--- src/rtl/serdes_pkg.sv ---
// Shared definitions for the serializer/deserializer pair (piso_tx, sipo).
package serdes_pkg;

  localparam int SERDES_WIDTH_DEF = 4;

  typedef enum logic {
    IDLE  = 1'b0,
    SHIFT = 1'b1
  } state_t;

endpackage

--- src/rtl/piso_tx.sv ---
// Parallel-in serial-out transmitter, MSB first, with a one-word holding buffer
// so consecutive words stream without an idle gap.
module piso_tx
  import serdes_pkg::*;
#(
  parameter int WIDTH = SERDES_WIDTH_DEF
) (
  input  logic             clk,
  input  logic             rst,
  input  logic             in_valid,
  input  logic [WIDTH-1:0] in_data,
  output logic             in_ready,
  output logic             serial_out,
  output logic             serial_valid,
  output logic             done,
  output logic             busy
);

  localparam int CW = (WIDTH > 1) ? $clog2(WIDTH) : 1;
  localparam logic [CW-1:0] CNT_LAST = CW'(WIDTH - 1);

  state_t           state;
  logic [WIDTH-1:0] sreg;
  logic [CW-1:0]    cnt;
  logic [WIDTH-1:0] hold_data;
  logic             hold_full;
  logic             accept;

  assign in_ready     = !hold_full;
  assign accept       = in_valid && !hold_full;
  assign serial_valid = (state == SHIFT);
  assign serial_out   = (state == SHIFT) && sreg[WIDTH-1];
  assign done         = (state == SHIFT) && (cnt == CNT_LAST);
  assign busy         = (state == SHIFT) || hold_full;

  always_ff @(posedge clk or negedge rst) begin
    if (!rst) begin
      state     <= IDLE;
      sreg      <= '0;
      cnt       <= '0;
      hold_data <= '0;
      hold_full <= 1'b0;
    end else begin
      case (state)
        IDLE: begin
          if (accept) begin
            sreg  <= in_data;
            cnt   <= '0;
            state <= SHIFT;
          end
        end
        SHIFT: begin
          if (cnt != CNT_LAST) begin
            sreg <= {sreg[WIDTH-2:0], 1'b0};
            cnt  <= cnt + 1'b1;
            if (accept) begin
              hold_data <= in_data;
              hold_full <= 1'b1;
            end
          end else if (hold_full) begin
            // in_ready is low here, so no new word can collide with the drain
            sreg      <= hold_data;
            hold_full <= 1'b0;
            cnt       <= '0;
          end else if (accept) begin
            sreg <= in_data;
            cnt  <= '0;
          end else begin
            sreg  <= '0;
            cnt   <= '0;
            state <= IDLE;
          end
        end
        default: state <= IDLE;
      endcase
    end
  end

endmodule

--- config.mk ---
export PLATFORM = sky130hd
export DESIGN_NAME = piso_tx
export DESIGN_NICKNAME = d
export VERILOG_FILES = /design/src/rtl/serdes_pkg.sv /design/src/rtl/piso_tx.sv
export SDC_FILE = /design/constraint.sdc
export NUM_CORES = 1
export LEC_CHECK = 0
export ABC_AREA = 0
export CORE_MARGIN = 3
export CORE_UTILIZATION = 45
export DETAILED_ROUTE_END_ITERATION = 8
export PLACE_DENSITY_LB_ADDON = 0.2
export SYNTH_ARGS = -nofsm -noshare
export SYNTH_HDL_FRONTEND = slang
export SYNTH_SLANG_ARGS = --single-unit
export TNS_END_PERCENT = 30
--- constraint.sdc ---
create_clock -name clk -period 1.6 [get_ports clk]
set_clock_uncertainty 0.05 [all_clocks]
set_input_delay 0.16 -clock clk [delete_from_list [all_inputs] [get_ports clk]]
set_output_delay 0.16 -clock clk [all_outputs]
set_load 0.02 [all_outputs]
==> results of run 1 <==
-- cells by family (layout without fill, tap and decap cells) --
group           Yosys count  after routing
mux                       7              7
fa+ha+maj                 1              1
flops                    12             12
buf+inv                   4             21
compound gates           15             15
simple gates             16             16
-- through the flow --
| stage | util [%] | setup slack (ns) |
|---|---|---|
| 3_5_place_dp | 59.9 | 0.106 |
| 2_1_floorplan | - | 0.187 |
| 4_1_cts | 61.3 | 0.0208 |
| 5_1_grt | 61.1 | 0.0000917 |
| 3_3_place_gp | 59.9 | 0.128 |
| 6_report | 61.1 | 0.0862 |
-- synth_stat cells --
| library cell | number | area share (%) |
|---|---|---|
| sky130_fd_sc_hd__a21oi_1 | 4 | 3.1 |
| sky130_fd_sc_hd__nand2b_1 | 1 | 0.97 |
| sky130_fd_sc_hd__nand2b_4 | 2 | 4.3 |
| sky130_fd_sc_hd__mux2_4 | 4 | 9.3 |
| sky130_fd_sc_hd__ha_1 | 1 | 1.9 |
| sky130_fd_sc_hd__o21ai_0 | 3 | 2.3 |
| sky130_fd_sc_hd__nor2_8 | 1 | 3.1 |
| sky130_fd_sc_hd__nand3_1 | 1 | 0.78 |
| sky130_fd_sc_hd__o22ai_1 | 3 | 2.9 |
| sky130_fd_sc_hd__inv_1 | 1 | 0.58 |
| sky130_fd_sc_hd__nand2_1 | 6 | 3.5 |
| sky130_fd_sc_hd__o2bb2ai_1 | 1 | 1.4 |
| sky130_fd_sc_hd__or2_2 | 1 | 0.97 |
| sky130_fd_sc_hd__mux2i_1 | 3 | 4.7 |
| sky130_fd_sc_hd__o221ai_1 | 3 | 4.1 |
| sky130_fd_sc_hd__dfrtp_1 | 12 | 47 |
| sky130_fd_sc_hd__buf_6 | 2 | 3.5 |
| sky130_fd_sc_hd__buf_2 | 1 | 0.78 |
| sky130_fd_sc_hd__nand3b_1 | 1 | 1.2 |
| sky130_fd_sc_hd__nor2_1 | 1 | 0.58 |
| sky130_fd_sc_hd__and2_1 | 2 | 1.9 |
| sky130_fd_sc_hd__a2bb2oi_1 | 1 | 1.4 |
-- per-layer routing --
metal,vias up,wire length [µm]
li1,233,-
met1,237,527
met2,15,604
met3,2,97
met4,0,9
met5,-,0
-- power groups by stage --
stage               clock network [mW]  logic [mW]  registers (mW)
floorplan                            0       0.579           0.538
detailed placement                   0       0.819           0.543
finish                           0.184       0.782           0.541
global placement                     0       0.805           0.543
CTS                              0.192       0.793           0.541
global route                     0.217       0.859           0.566
-- worst paths after layout --
path / end
max: busy
min: hold_data[0]$_DFFE_PN0P_
max reg2reg: hold_data[2]$_DFFE_PN0P_
min reg2reg: cnt[0]$_DFFE_PN0P_
max in group asynchronous: serial_valid$_DFF_PN0_
min in group clk: cnt[0]$_DFFE_PN0P_
-- cell type report --
class | count | area (µm²)
inverters | 1 | 3.75
clock buffers | 3 | 22.5
flip-flops and latches | 12 | 302
well taps | 15 | 18.8
fillers | 118 | 513
multi-input cells | 39 | 312
repair buffers | 17 | 146
-- cells in the final DEF, fill, tap and decap left out, types with 3 or more instances in the layout --
cell type / n
sky130_fd_sc_hd__buf_4: 6
sky130_fd_sc_hd__a21oi_1: 4
sky130_fd_sc_hd__dlygate4sd2_1: 3
sky130_fd_sc_hd__o22ai_1: 3
sky130_fd_sc_hd__nand2_1: 6
sky130_fd_sc_hd__o221ai_1: 3
sky130_fd_sc_hd__mux2i_1: 3
sky130_fd_sc_hd__mux2_4: 4
sky130_fd_sc_hd__clkbuf_4: 3
sky130_fd_sc_hd__clkdlybuf4s50_1: 7
sky130_fd_sc_hd__dfrtp_1: 11
sky130_fd_sc_hd__o21ai_0: 3
-- state kept, by name (all words and copies together) (netlist names) --
signal / flops
hold_data: 4
cnt: 2
sreg: 4
hold_full: 1
serial_valid: 1
-- timing repair --
action	in CTS	in global routing
setup endpoints to repair	4	1
setup buffers	0	0
gates resized for setup	5	2
gates cloned	0	0
==> flow_summary_export.csv, run 1 <==
group,metric,value,unit
status,status,"completed",
power,cell_internal_pwr,950,µW
drt,detail_route.wl_per_cell,14.2,µm
placement,detailed_place_hpwl,919,µm
flow_run,drv.max_cap_violation_count,0,
finish,areaGrowthSynthToFinish,25.1,%
critical_path,timing.critical_path.from_type,"flip-flop",
synth,synth_xor_xnor_area_share,0,%
finish,nets,82,
critical_path,critPathSlowestCell,"sky130_fd_sc_hd__dfrtp_2",
power,power_dissipated_by_switching_net_loads,557,µW
clock_tree,htree_num_levels,1,
synth,synth_nets,63,
critical_path,worstPathArrival,1.30,ns
global_routing,met1_use_gr,19.8,%
critical_path,cells_on_worst_reg2reg_path,4,
global_routing,grt_antenna_before_repair,0,
critical_path,timing.critical_path.buf_inv,1,
synth,post_synth_and_or_nand_nor_area_fraction,17.3,%
synth,combinational_family_with_the_most_area_after_synthesis,"simple AND/OR/NAND/NOR gates",
timing,slew_headroom,63.9,%
clock_tree,clock_sinks,12,
clock_tree,ctsLongestPathBuffers,2,
finish,stdcell_count,87,
die,die_y,43.8,µm
clock_tree,insertion_delay,0.27,ns
drt,drt.antenna.violating_nets,0,
critical_path,ordered_cell_list_for_the_critical_path,"or2_2 -> dlygate4sd2_1",
critical_path,cp_slowest_stage_delay,0.45,ns
power,worst_voltage_drop_across_the_vdd_grid,1.08,mV
critical_path,cp.required,1.39,ns
timing,timing_hold_violations_final,0,
die,starting_density,48.8,%
clock_tree,clock_transition_at_the_registers_of_the_reported_paths,0.07,ns
finish,fin_area,805,µm²
critical_path,end_kind,"output pin",
min_path,min-delay-path-class,"in2async",
critical_path,critPathKind,"reg2out",
drt,first_pass_drt_iterations,4,
timing,final-max-slew-violation-count,0,
global_routing,grt.busiest_layer,"met2",
die,total_core_area,1320,µm²
synth,yosys_register_bits,12,
global_routing,met3_usage,7.88,%
power,switching_share,36.9,%
drt,drt_wl_total,1240,µm
timing,worst_slew_pin_slew,0.540,ns
drt,via_count,487,
global_routing,wire_length_of_the_first_global_routing_pass,2200,µm
synth,synth-adder-area-share,1.95,%
power,p_leak,0.386,nW
finish,antenna_cells,0,
power,seqPwrFrac,35.9,%
timing,setup_viol,0,
synth,synth_compound_area_share,15.2,%
power,power-per-cell-area,1870,nW/µm²
timing,grt_setup_unrepaired,"no",
placement,post_dp_cell_area,790,µm²
synth,synth.distinct_cells,22,
global_routing,grt_overflow_total,0,
synth,avgSynthCellArea,11.7,µm²
drt,detail_route.drc_violations,0,
synth,yosys_warnings,0,
critical_path,top_family_by_delay_on_critical_path,"flip-flops",
die,boundaryPins,12,
power,totalPowerFinal,1.51,mW
critical_path,critical_path_depth,2,
clock_tree,tritoncts,"done",
timing,final_min_period_over_clock_period,94.6,%
clock_tree,cts_hold_buf,0,
global_routing,first_global_vias,465,
placement,dp_cells,84,
drt,first_iter_violations,7,
clock_tree,ctsRootBufferMaster,"sky130_fd_sc_hd__clkbuf_4",
die,design.die.area,1920,µm²
finish,share_of_final_layout_standard_cells_stronger_than_drive_strength_1,26.4,%
die,rows,13,
clock_tree,cts-buffers-inserted,3,
power,comb_power_share,51.9,%
global_routing,grt_util_all_layers,16.2,%
timing,finalCriticalPeriod,1.51,ns
critical_path,r2r_setup_slk,0.20,ns
die,die_w,43.8,µm
placement,buffer_ports.inserted,11,
critical_path,critPathMaxFanout,7,
synth,netlist_instances,55,
critical_path,setup.worst_path.start,"serial_valid$_DFF_PN0_",
global_routing,grt_max_degree,13,
drt,via_per_inst,5.60,
global_routing,met2_usage,24.7,%
power,clock_power_share,12.2,%
synth,syn-cell-area,643,µm²
timing,fin_hold_ws,0.187,ns
timing,timing.setup.tns,0,ns
placement,replace_congestion,0.752,
critical_path,worst_r2r_startpoint,"cnt[0]$_DFFE_PN0P_",
synth,synthMuxAreaShare,14.0,%
synth,synth_sequential_area_ratio,46.7,%
timing,achievable-frequency,0.661,GHz
No activity file was read; power rests on OpenSTA's default activity.
==> run 2: changes to the inputs <==
Settings changed: HOLD_SLACK_MARGIN set to 0.02.
==> results of run 2 <==
Same layout as run 1: the final DEF is identical, and so are final timing and power.
